**src/rtl/temporal_encoder.sv**
```systemverilog
// temporal_encoder
// Converts a binary value into a pulse-width-coded temporal event on y, once
// per gamma cycle. Values arrive over valid/ready into a one-entry holding
// register. At gamma_start the value moves into the active slot, and y goes
// high after that many aclk cycles.
// Optional feature: define ENCODER_RISING_EN for rising-edge coding. In that
// mode y stays high from the event time until the next gamma_start or grst.
module temporal_encoder #(
    parameter int  GAMMA_CYCLE_WIDTH = 16,
    parameter int  PULSE_WIDTH       = 8,
    localparam int VW                = $clog2(GAMMA_CYCLE_WIDTH)
) (
    input  logic          aclk,
    input  logic          grst,
    input  logic          gamma_start,
    input  logic          in_valid,
    output logic          in_ready,
    input  logic [VW-1:0] in_data,
    output logic          y,
    output logic          busy,
    output logic          abort
);

    typedef enum logic [1:0] {
        S_IDLE,
        S_WAIT,
        S_PULSE,
        S_DONE
    } state_t;

`ifndef ENCODER_RISING_EN
    localparam int             PCW     = $clog2(PULSE_WIDTH + 1);
    localparam logic [VW-1:0]  MAXV    = VW'(GAMMA_CYCLE_WIDTH - PULSE_WIDTH);
    localparam logic [PCW-1:0] PW_LAST = PCW'(PULSE_WIDTH);
`endif

    state_t          state_q, state_d;
    logic            hold_valid_q, hold_valid_d;
    logic [VW-1:0]   hold_data_q, hold_data_d;
    logic [VW-1:0]   value_q, value_d;
    logic [VW-1:0]   phase_q, phase_d;
`ifndef ENCODER_RISING_EN
    logic [PCW-1:0]  pcnt_q, pcnt_d;
`endif
    logic            y_q, y_d;
    logic            busy_q, busy_d;
    logic            abort_q, abort_d;

    logic            accept;
    logic            sched_valid;
    logic [VW-1:0]   sched_value;
    logic            sched_null;
    logic            unfinished;

    // The holding register is the only source of backpressure, so in_ready
    // does not depend on in_valid.
    assign in_ready = !hold_valid_q;
    assign y        = y_q;
    assign busy     = busy_q;
    assign abort    = abort_q;

    // Pick the value that a gamma_start in this cycle would schedule, and
    // decide whether the current event would be cut short.
    always_comb begin
        // NOTE: every signal written in always_comb gets a default first, so no latch can form.
        accept      = in_valid && !hold_valid_q;
        sched_valid = 1'b0;
        sched_value = in_data;
        if (hold_valid_q) begin
            sched_valid = 1'b1;
            sched_value = hold_data_q;
        end else if (accept) begin
            sched_valid = 1'b1;
            sched_value = in_data;
        end
`ifdef ENCODER_RISING_EN
        // Every VW-bit value fits inside the gamma cycle.
        sched_null = !sched_valid;
        // The event is unfinished only while the rising edge is still pending.
        unfinished = (state_q == S_WAIT);
`else
        sched_null = !sched_valid || (sched_value > MAXV);
        // The last PULSE cycle completes the event, so a restart there is not a truncation.
        unfinished = (state_q == S_WAIT) ||
                     ((state_q == S_PULSE) && (pcnt_q != PW_LAST));
`endif
    end

    // Next-state logic for the holding register, the scheduler FSM and its
    // registered outputs.
    always_comb begin
        state_d      = state_q;
        hold_valid_d = hold_valid_q;
        hold_data_d  = hold_data_q;
        value_d      = value_q;
        phase_d      = phase_q;
`ifndef ENCODER_RISING_EN
        pcnt_d       = pcnt_q;
`endif
        y_d          = y_q;
        busy_d       = busy_q;
        abort_d      = 1'b0;

        if (gamma_start) begin
            // Restart scheduling from phase 0 in any state.
            abort_d = unfinished;
            // Draining the hold takes priority. A word offered in the same
            // cycle was not accepted, because in_ready was low. When the hold
            // is empty, an accepted word bypasses it and goes straight to the
            // active slot.
            hold_valid_d = 1'b0;
            value_d      = sched_value;
            phase_d      = VW'(1);
            if (sched_null) begin
                state_d = S_DONE;
                y_d     = 1'b0;
                busy_d  = 1'b0;
            end else if (sched_value == '0) begin
                state_d = S_PULSE;
                y_d     = 1'b1;
                busy_d  = 1'b1;
`ifndef ENCODER_RISING_EN
                pcnt_d  = PCW'(1);
`endif
            end else begin
                state_d = S_WAIT;
                y_d     = 1'b0;
                busy_d  = 1'b1;
            end
        end else begin
            if (accept) begin
                hold_valid_d = 1'b1;
                hold_data_d  = in_data;
            end
            case (state_q)
                S_WAIT: begin
                    // The phase counter holds the phase of the current cycle.
                    // y rises in the cycle after the phase counter matches the value.
                    if (phase_q == value_q) begin
                        state_d = S_PULSE;
                        y_d     = 1'b1;
`ifndef ENCODER_RISING_EN
                        pcnt_d  = PCW'(1);
`endif
                    end else begin
                        phase_d = phase_q + VW'(1);
                    end
                end
                S_PULSE: begin
`ifndef ENCODER_RISING_EN
                    if (pcnt_q == PW_LAST) begin
                        state_d = S_DONE;
                        y_d     = 1'b0;
                        busy_d  = 1'b0;
                    end else begin
                        pcnt_d = pcnt_q + PCW'(1);
                    end
`endif
                end
                default: begin
                end
            endcase
        end
    end

    // Register control state with synchronous reset; datapath registers follow *_d unconditionally.
    always_ff @(posedge aclk) begin
        // NOTE: sequential state uses non-blocking assignments, so every flop samples pre-edge values.
        if (grst) begin
            state_q      <= S_IDLE;
            hold_valid_q <= 1'b0;
            y_q          <= 1'b0;
            busy_q       <= 1'b0;
            abort_q      <= 1'b0;
        end else begin
            state_q      <= state_d;
            hold_valid_q <= hold_valid_d;
            y_q          <= y_d;
            busy_q       <= busy_d;
            abort_q      <= abort_d;
        end
        // NOTE: datapath registers have no reset. Their contents are used only behind hold_valid_q or state_q.
        hold_data_q <= hold_data_d;
        value_q     <= value_d;
        phase_q     <= phase_d;
`ifndef ENCODER_RISING_EN
        pcnt_q      <= pcnt_d;
`endif
    end

endmodule
```
**config.mk**
```make
export PLATFORM = sky130hd
export DESIGN_NAME = temporal_encoder
export DESIGN_NICKNAME = d
export VERILOG_FILES = /design/src/rtl/temporal_encoder.sv
export SDC_FILE = /design/constraint.sdc
export NUM_CORES = 1
export LEC_CHECK = 0
export BUFFER_PORTS_ARGS = -buffer_cell sky130_fd_sc_hd__buf_4
export CORE_MARGIN = 2
export CORE_UTILIZATION = 50
export CTS_CLUSTER_DIAMETER = 120
export CTS_CLUSTER_SIZE = 20
export DETAILED_ROUTE_END_ITERATION = 6
export HOLD_SLACK_MARGIN = 0.02
export PLACE_DENSITY_LB_ADDON = 0.1
export SYNTH_ARGS = -nofsm -noshare
export SYNTH_HDL_FRONTEND = slang
export SYNTH_SLANG_ARGS = --single-unit
export TNS_END_PERCENT = 20
```
**constraint.sdc**
```tcl
create_clock -name aclk -period 1.7 [get_ports aclk]
set_input_delay 0.17 -clock aclk [delete_from_list [all_inputs] [get_ports aclk]]
set_output_delay 0.17 -clock aclk [all_outputs]
set_load 0.01 [all_outputs]
```
# Yosys cells after proc, flatten, opt, wreduce, memory -nomap -nowiden
# Index checks and enable logic that the tools add are counted.
# word_totals
output_inout_bits,4
register_bits,22
in_bits,8
wordCells,65
# op_classes
bitwise,2
eq_ne,10
n_reduce_logical,17
add_sub_neg,2
mux,24
order_cmp,1
# ops
op,count
4-bit two-way mux,6
1-bit two-way mux,10
2-bit two-way mux,5
"4-bit by 1-bit adder with 4-bit output, second input constant",2
4-bit case mux with 2 select lines,1
"3-bit by 2-bit != test with 1-bit output, second input constant",2
2-bit AND reduction,3
5-bit AND reduction,1
4-bit == test,1
"4-bit == test, second input constant",1
"4-bit > comparator, second input constant",1
4-bit logical NOT,1
"4-bit != test, second input constant",1
2-bit case mux with 2 select lines,1
2-bit nonzero test,2
2-bit OR reduction,2
"3-bit != test, second input constant",1
3-bit AND reduction,1
3-bit nonzero test,1
"2-bit by 1-bit == test with 1-bit output, second input constant",1
"2-bit == test, second input constant",1
1-bit logical AND,2
1-bit logical NOT,2
1-bit logical OR,2
other kinds (4),5

# Depth between registers and ports, before layout
# Gate-level depths: netlist of run 1.
# depth
word_depth,8
depth_mapped,6
ltp_nobuf,6

# Least setup slack after synthesis of run 1
# OpenSTA, ideal clock, no wires.
# synth_timing
kind,register -> register
from,reg value_q[1]
to,reg pcnt_q[0] (enable)
t_required_ps,1327
setup_slack_ps,22
stages_incl_launch_ff,4
t_arrival_ps,1306
cell_sequence,edfxtp_1 xnor2_1 a41oi_4 o31ai_1
# synth_between
elab_chain_len,3
# synth_lines
item,line,text
start: declaration,40,"logic [VW-1:0] value_q, value_d;"
start signal: assignment,184,value_q <= value_d;
4-bit == test,139,if (phase_q == value_q) begin
3-bit by 2-bit != test with 1-bit output (no source line),--,
5-bit AND reduction (no source line),--,
end signal: assignment,187,pcnt_q <= pcnt_d;
end: declaration,43,"logic [PCW-1:0] pcnt_q, pcnt_d;"
# No other way between the ends.
# A chain may end at the register's enable or synchronous reset.

# Worst setup path in the final report of run 1
# layout_timing
from,reg hold_data_q[0]
to,reg pcnt_q[0] (enable)
# layout_between
elab_chain_len,5
elab_cells_between_ends,7
# layout_lines
item,line,text
start: declaration,39,"logic [VW-1:0] hold_data_q, hold_data_d;"
start signal: assignment,183,hold_data_q <= hold_data_d;
4-bit two-way mux *,69,if (hold_valid_q) begin
4-bit > comparator,82,sched_null = !sched_valid || (sched_value > MAXV);
1-bit logical OR,82,
2-bit != test (no source line),--,
5-bit AND reduction (no source line) *,--,
# Every way passes the cells marked *; elsewhere a longest branch is shown, timed or not.

==> results.md, run 1 <==
- Outcome: finished, final reports clean
- Initial DRT Pass Iterations: 4
- Place WS: 0.02695 ns
- #FFs+latches synth: 22
- Via density: 5.043
- Critical Path End Type: register
- DIE WIDTH: 50.47 um
- Ant diodes: 0
- Post-Syn Area per Cell: 11.49 um2
- Num Clock Sinks: 22
- Main synth FF type: edfxtp_1
- Relative slew margins: 80.06%
- Cts bufs inserted: 3
- R2R Setup Slk: approximately 0.097 ns
- Fin. Hold Viols: 0
- Final setup fails: 0
- Kind of critical path: reg -> reg
- Reg2reg start: hold_data_q[0]$_DFFE_PP_
- Layout cells sized above 1: 30.97%
- Critical Path AT: 1.64 ns
- Vias in the first global route: 706
- Post-synth EDFFs: 12
- CTS Buffer Depth: 2
- Async S/R FF share, synth: 0%
- PortBufs: 11
- Largest net degree at the start of global routing: 21
- CORE AREA: between 0.002 and 0.0025 mm2
- Startpoint Class: register
- P&R area growth vs syn: 19.93%
- Register area share after synthesis: 51.91%
- Average wire per standard cell: around 13 um
- Worst-Margin Slew: 0.2908 ns
- CP Max Fanout: 4
- WL final: 1.753 mm
- Syn Nets: 105
- Reg clk slew, reported paths: 0.12 ns
- I/O pin cnt: 12
- Syn Std Cell Area: 0.001080 mm2
- Synth unique cells: 37
- Tot GR Track Use: ~16%
- Commonest non-fill, non-tap cell in the layout: buf_4
- Final worst setup slack: a little under 0.1 ns
- Clk_lat worst skew: 0.31 ns
- R2R cell count: 4
- First-pass GRT wire length: 2.946 mm
- Power Total: 1.025 mW
- Launch point of the worst path: hold_data_q[0]$_DFFE_PP_
- Cell row count: 16
- Die Y-Extent: between 50 and 60 um
- CP Capture Point: pcnt_q[0]$_SDFFCE_PN1P_
- Max-slew violation count: 0
- Worst-case vdd ir drop: 586.3 uV
- Gpl congestion: 0.7428
- Post-DP HPWL: about 1.3 mm
- Hold Crit Class: in -> reg
- Post-Route Skew: 0.008894 ns
- Power density cells: 791.8 mW/mm2
- Root Buffer: clkbuf_4
- Post-synthesis cell count: 94
- Initial antenna violation count: 0
- Die area: 0.002547 mm2
- CTS tree: yes
- Total grt overflow: 0
- Starting Density: 53.94%
- Drt drc: 0
- FF-to-FF End: pcnt_q[0]$_SDFFCE_PN1P_
- CP required: 1.73 ns
- Leakage power: 0.5023 nW
- Fin nets: ~130
- Starting DRT DRC Count: 10
- Htree depth: 1
- Synth Warn #: 0
- Post-route minimum period: 1.603 ns
- Antenna viol nets, final: 0
- Fin crit share: 94.32%
- Most frequent cells in the layout: buf_4 (18), edfxtp_1 (12), dfxtp_1 (10), nor2_1 (7), inv_1 (6)
- Routed via count: 706
- Max-cap violations: 0
- Fmax: 623.6 MHz
flip-flops by register name, indices dropped and copies added, names as in the netlist:
register and count:
hold_data_q 4, abort 1, hold_valid_q 1, value_q 4
busy 1, state_q 2, pcnt_q 4, phase_q 4
y 1
layer usage:
| metal | GRT usage, % | share of wire, % | vias up |
|---|---|---|---|
| li1 | - | - | 374 |
| met1 | 18.69 | 46 | 317 |
| met2 | 26.75 | 49 | 11 |
| met3 | 2.679 | 2.7 | 4 |
| met4 | 8.108 | 1.7 | 0 |
| met5 | 0 | 0 | - |
logic make-up after synthesis:
| logic type | count (synthesis) | share of synthesized area (%) |
|---|---|---|
| muxes | 7 | 7.068 |
| xor gates and xnor gates | 8 | 6.489 |
| AOI/OAI and AO/OA | 14 | 11.36 |
| buffers and inverters | 8 | 2.896 |
| and+or+nand+nor | 32 | 16.80 |
| DFF | 22 | 51.91 |
| adders and majority gates | 3 | 3.477 |
power by group:
group | switching [mW] | internal, mW
sequential | 0.0258 | 0.596
combinational | 0.0812 | 0.0922
clock | 0.148 | 0.0827
total | 0.255 | 0.771
worst min-delay path by stage:
stage	start	endpoint	slack, ns	cells after the start
after global placement	in_data[3]	hold_data_q[3]$_DFFE_PP_	0.37	1
after detailed placement	in_data[0]	hold_data_q[0]$_DFFE_PP_	0.37	1
after floorplan	grst	busy$_SDFFE_PP0P_	0.24	1
after CTS	in_data[1]	hold_data_q[1]$_DFFE_PP_	0.04	1
after global routing	in_data[1]	hold_data_q[1]$_DFFE_PP_	0.03	1
final	in_data[1]	hold_data_q[1]$_DFFE_PP_	0.05	1
cells in the mapped netlist, types with 2 or more instances:
| master | count | area [um2] |
|---|---|---|
| a21oi_1 | 3 | 15.01 |
| dfxtp_1 | 10 | 200.2 |
| edfxtp_1 | 12 | 360.4 |
| ha_1 | 3 | 37.54 |
| inv_1 | 6 | 22.52 |
| mux2_2 | 4 | 45.04 |
| mux2i_1 | 2 | 20.02 |
| nand2_1 | 3 | 11.26 |
| nand2b_1 | 5 | 31.28 |
| nand4_1 | 2 | 12.51 |
| nor2_1 | 7 | 26.28 |
| nor2b_1 | 4 | 25.02 |
| nor3b_1 | 3 | 22.52 |
| xnor2_1 | 7 | 61.31 |
layout make-up:
| cell class | count | area (um2) |
|---|---|---|
| Fill cell | 165 | 706.9 |
| Multi-Input combinational cell | 64 | 520.5 |
| Tap cell | 27 | 33.78 |
| Clock buffer | 3 | 22.52 |
| Inverter | 6 | 22.52 |
| Sequential cell | 22 | 560.5 |
| Timing Repair Buffer | 18 | 135.1 |
critical path: stages (launching register included):
cell and delay, ns:
edfxtp_1 0.42, nor4b_2 0.36, o221ai_1 0.24, o31ai_1 0.13
buf_4 0.18
metrics by stage:
step | hold WS, ns | TNS [ns] | util, % | instance area (um2) | std cells
4_1_cts | 0.04282 | 0 | 61.94 | 1240 | 137
3_5_place_dp | 0.3706 | 0 | 60.81 | 1217 | 134
5_1_grt | 0.02759 | -0.05183 | 64.69 | 1295 | 140
2_1_floorplan | 0.2391 | 0 | - | 1080 | 94
3_3_place_gp | 0.3676 | 0 | 60.81 | 1217 | 134
6_report | 0.04738 | 0 | 64.69 | 1295 | 140
what timing repair did:
action	CTS	global route
endpoints found under the setup margin	0	5
gates resized for setup	0	5
buffers inserted	0	3
hold buffers	0	0
Power figures use the tool's default switching activity.
==> inputs of run 2 (changes only) <==
--- a/config.mk
+++ b/config.mk
@@ -7,12 +7,13 @@
 export LEC_CHECK = 0
 export BUFFER_PORTS_ARGS = -buffer_cell sky130_fd_sc_hd__buf_4
 export CORE_MARGIN = 2
-export CORE_UTILIZATION = 50
+export CORE_UTILIZATION = 53
+export CTS_BUF_LIST = sky130_fd_sc_hd__clkbuf_4 sky130_fd_sc_hd__clkbuf_8
 export CTS_CLUSTER_DIAMETER = 120
 export CTS_CLUSTER_SIZE = 20
 export DETAILED_ROUTE_END_ITERATION = 6
 export HOLD_SLACK_MARGIN = 0.02
-export PLACE_DENSITY_LB_ADDON = 0.1
+export PLACE_DENSITY = 0.72
 export SYNTH_ARGS = -nofsm -noshare
 export SYNTH_HDL_FRONTEND = slang
 export SYNTH_SLANG_ARGS = --single-unit
==> results.md, run 2 (synthesis gave the netlist of run 1 again) <==
- Critical Path AT: ~1.6 ns
- Gpl congestion: 0.7387
- Largest net degree at the start of global routing: 21
- Place WS: 0.06335 ns
- CTS Buffer Depth: 2
- Layout cells sized above 1: 26.32%
- Power Total: a little over 1 mW
- Post-route minimum period: between 1.5 and 2 ns
- CP required: 1.75 ns
- Leakage power: around 0.5 nW
- Post-Route Skew: 0.009148 ns
- Cts bufs inserted: 3
- Die Y-Extent: 49.14 um
- Max-slew violation count: 0
- Outcome: finished, final reports clean
- Hold slack: 0.05077 ns
- Relative slew margins: 76.20%
- WL final: 1.863 mm
- Average wire per standard cell: 13.21 um
- Ant diodes: 0
- Most frequent cells in the layout: buf_4 (18), edfxtp_1 (12), dfxtp_1 (10), xnor2_1 (7), nor2_1 (7)
- Design Area, Final: approximately 0.0013 mm2
- CTS tree: yes
- Setup TNS: 0 ns
- Max-cap violations: 0
- Initial DRT Pass Iterations: 4
- Kind of critical path: reg -> reg
- Routed via count: 738
- Placed cell areas: 0.001225 mm2
- P&R area growth vs syn: 17.26%
- Die area: between 0.002 and 0.0025 mm2
- Post-DP HPWL: 1.378 mm
- PortBufs: 11
- Drt drc: 0
- DIE WIDTH: 49.14 um
- Vias in the first global route: 712
- Fin crit share: 93.83%
- Fin nets: approximately 130
- Reg2reg start: hold_data_q[0]$_DFFE_PP_
- Hold bufs inserted after CTS: 0
- Tot GR Track Use: between 10% and 20%
- CORE AREA: 0.001942 mm2
- Cell row count: 16
- Fin. Hold Viols: 0
- Clk_lat worst skew: 0.31 ns
- Worst-case vdd ir drop: between 600 and 700 uV
- Finished Core Util: roughly two thirds
- Layout Cells excl Fill: about 140
- Initial antenna violation count: 0
- Filler cells: 171
- Total grt overflow: 0
- RSZ-0062 raised after global routing: false
- I/O pin cnt: 12
- Startpoint Class: register
- Launch point of the worst path: hold_data_q[0]$_DFFE_PP_
- Power density cells: slightly above 800 mW/mm2
- Hold Path Origin: in_data[3]
- Reg clk slew, reported paths: between 0.1 and 0.15 ns
- Hold Crit Class: in -> reg
- CP Max Fanout: 4
- Via density: 5.234
- Inst Count DP: 135
- Commonest non-fill, non-tap cell in the layout: buf_4
- Antenna viol nets, final: 0
- Critical Path End Type: register
- Worst-Margin Slew: 0.3521 ns
- First-pass GRT wire length: approximately 3.1 mm
- Fmax: 626.9 MHz
- Final worst setup slack: 0.1048 ns
- Root Buffer: clkbuf_4
- Htree depth: 1
- Num Clock Sinks: 22
- Starting Density: 55.61%
- Final setup fails: 0
- Starting DRT DRC Count: 11
-- run 2: report_power, final --
part           total (mW)  leakage (nW)  internal, mW  switching [mW]
Clock               0.243        0.0154        0.0858           0.157
Combinational       0.168         0.276        0.0862          0.0816
Sequential          0.618         0.195         0.595          0.0224
-- run 2: final cells by class --
class,instances,area [um2],area share [%]
clock buffer,3,22.52,1.779
clock inverter,1,3.754,0.2964
inverter,6,22.52,1.779
multi-input combinational,64,488.0,38.54
timing repair buffer,18,135.1,10.67
tap,27,33.78,2.668
sequential,22,560.5,44.27
-- run 2: critical path, stage by stage (launching register included) --
cell and delay, ns:
edfxtp_1 0.42, nor4b_1 0.39, o221ai_1 0.24, o31ai_1 0.11, buf_4 0.17
-- run 2: final timing paths --
check                                           endpoint  slack, ns  cells after the start
worst max register to register   pcnt_q[0]$_SDFFCE_PN1P_       0.10                      4
worst min-delay path            hold_data_q[3]$_DFFE_PP_       0.05                      1
worst max-delay path             pcnt_q[0]$_SDFFCE_PN1P_       0.10                      4
worst min register to register         busy$_SDFFE_PP0P_       0.46                      2
-- run 2: timing repair --
item                                    in CTS  in global routing
endpoints found under the setup margin       0                  1
gates resized for setup                      0                  0
setup buffers                                0                  2
-- run 2: routing by layer --
layer / wire, um / share of wire, % / vias up / GRT usage, %
li1: - / - / 377 / -
met1: 834 / 45 / 348 / 21.50
met2: 960 / 52 / 9 / 29.28
met3: 40 / 2.1 / 4 / 3.681
met4: 27 / 1.4 / 0 / 8.571
met5: 0 / 0 / - / 0
==> inputs of run 3 (changes only) <==
--- a/config.mk
+++ b/config.mk
@@ -14,6 +14,7 @@
 export DETAILED_ROUTE_END_ITERATION = 6
 export HOLD_SLACK_MARGIN = 0.02
 export PLACE_DENSITY = 0.72
+export RECOVER_POWER = 25
 export SYNTH_ARGS = -nofsm -noshare
 export SYNTH_HDL_FRONTEND = slang
 export SYNTH_SLANG_ARGS = --single-unit
==> results.md, run 3 (synthesis gave the netlist of run 1 again) <==
- CP max-delay cell: edfxtp_1
- Vias in the first global route: 712
- Die area: 0.002414 mm2
- Startpoint Class: register
- Root Buffer: clkbuf_4
- WL final: 1.866 mm
- Relative slew margins: 77.18%
- Hold bufs inserted after CTS: 0
- Num Clock Sinks: 22
- Largest net degree at the start of global routing: 21
- CP Buf/Inv Count: 1
- Fin crit share: about 93%
- Cell row count: 16
- Max incr delay on CP: 0.42 ns
- Fin. Hold Viols: 0
- Tot GR Track Use: 17.56%
- CP required: 1.75 ns
- Post-Route Skew: 0.007586 ns
- Kind of critical path: reg -> reg
- Cts bufs inserted: 3
- Drt drc: 0
- Starting DRT DRC Count: 11
- Power Total: 1.022 mW
- Post-DP HPWL: 1.378 mm
- Ant diodes: 0
- Clk_lat worst skew: just over 0.3 ns
- Fin nets: 126
- Routed via count: 735
- Most frequent cells in the layout: buf_4 (13), edfxtp_1 (12), dfxtp_1 (10), xnor2_1 (7), nor2_1 (7)
- Worst-Margin Slew: 0.3376 ns
- Post-route minimum period: 1.585 ns
- Filler cells: 173
- Critical Path End Type: register
- Worst-case vdd ir drop: 591.6 uV
- Total grt overflow: 0
- Via density: ~5.2
- Initial antenna violation count: 0
- Critical path, cell by cell: nor4b_1 > o221ai_1 > o31ai_1 > buf_4
- Leakage power: 0.4679 nW
- Outcome: finished, final reports clean
- Starting Density: 55.61%
- Fmax: 631.1 MHz
- Die Y-Extent: 49.14 um
- First-pass GRT wire length: 3.125 mm
- Hold Crit Class: in -> reg
- Setup TNS: 0 ns
- Critical Path AT: 1.63 ns
- Top delay family on crit path: flip-flops
- Antenna viol nets, final: 0
- Layout cells sized above 1: 21.93%
- Average wire per standard cell: 13.23 um
- Commonest non-fill, non-tap cell in the layout: buf_4
- Cts repair resizes: 0
- I/O pin cnt: 12
- CTS tree: yes
- PortBufs: 11
- RSZ-0062 raised after global routing: false
- Initial DRT Pass Iterations: 4
- Htree depth: 1
- DIE WIDTH: 49.14 um
- Max-slew violation count: 0
- Reg clk slew, reported paths: 0.12 ns
- CORE AREA: 0.001942 mm2
- CP Max Fanout: 4
- Gpl congestion: approximately 0.74
- Power density cells: 819.0 mW/mm2
- P&R area growth vs syn: 15.53%
- Max-cap violations: 0
- CTS Buffer Depth: 2
- Final setup fails: 0
-- run 3: cell types whose count changed in the layout (fill, tap and decap cells not counted) --
cell	delta
buf_4	-5
clkbuf_1	+5
-- run 3: metal layers --
metal	part of all wire, %	up-vias	track usage (%)
li1	-	376	-
met1	45	344	21.50
met2	51	10	29.28
met3	2.5	5	3.681
met4	2.0	0	8.571
met5	0	-	0
-- run 3: power by group --
group          internal, mW  switching, mW
Clock                0.0858          0.155
Combinational        0.0814         0.0818
Sequential            0.595         0.0223
-- run 3: worst paths after layout --
kind,start,endpoint,slack (ns),depth (start not counted)
worst max-delay path,hold_data_q[0]$_DFFE_PP_,pcnt_q[0]$_SDFFCE_PN1P_,0.12,4
worst min-delay path,grst,busy$_SDFFE_PP0P_,0.07,2
worst max register to register,hold_data_q[0]$_DFFE_PP_,pcnt_q[0]$_SDFFCE_PN1P_,0.12,4
worst min register to register,busy$_SDFFE_PP0P_,busy$_SDFFE_PP0P_,0.46,2
-- run 3: stage by stage --
| step | util [%] | worst slack [ns] | hold slack, ns | instances | instance area (um2) |
|---|---|---|---|---|---|
| floorplan | - | 0.02166 | 0.2391 | 94 | 1080 |
| global placement | 63.08 | 0.07008 | 0.3673 | 135 | 1225 |
| detailed placement | 63.08 | 0.06335 | 0.3715 | 135 | 1225 |
| CTS | 64.43 | 0.02951 | 0.04416 | 139 | 1251 |
| global route | 64.24 | 0.008352 | 0.06385 | 141 | 1247 |
| finish | 64.24 | 0.1154 | 0.06691 | 141 | 1247 |
-- run 3: final cells by class --
| cell class | count | area, um2 | area share (%) |
|---|---|---|---|
| Clock buffer | 3 | 22.52 | 1.805 |
| Clock inverter | 1 | 3.754 | 0.3009 |
| Timing Repair Buffer | 18 | 116.4 | 9.328 |
| Tap cell | 27 | 33.78 | 2.708 |
| Inverter | 6 | 22.52 | 1.805 |
| Multi-Input combinational cell | 64 | 488.0 | 39.12 |
| Sequential cell | 22 | 560.5 | 44.93 |
-- run 3: timing repair --
action / CTS / global route
endpoints found under the setup margin: 0 / 1
endpoints found under the hold margin: 0 / 0
buffers inserted: 0 / 2
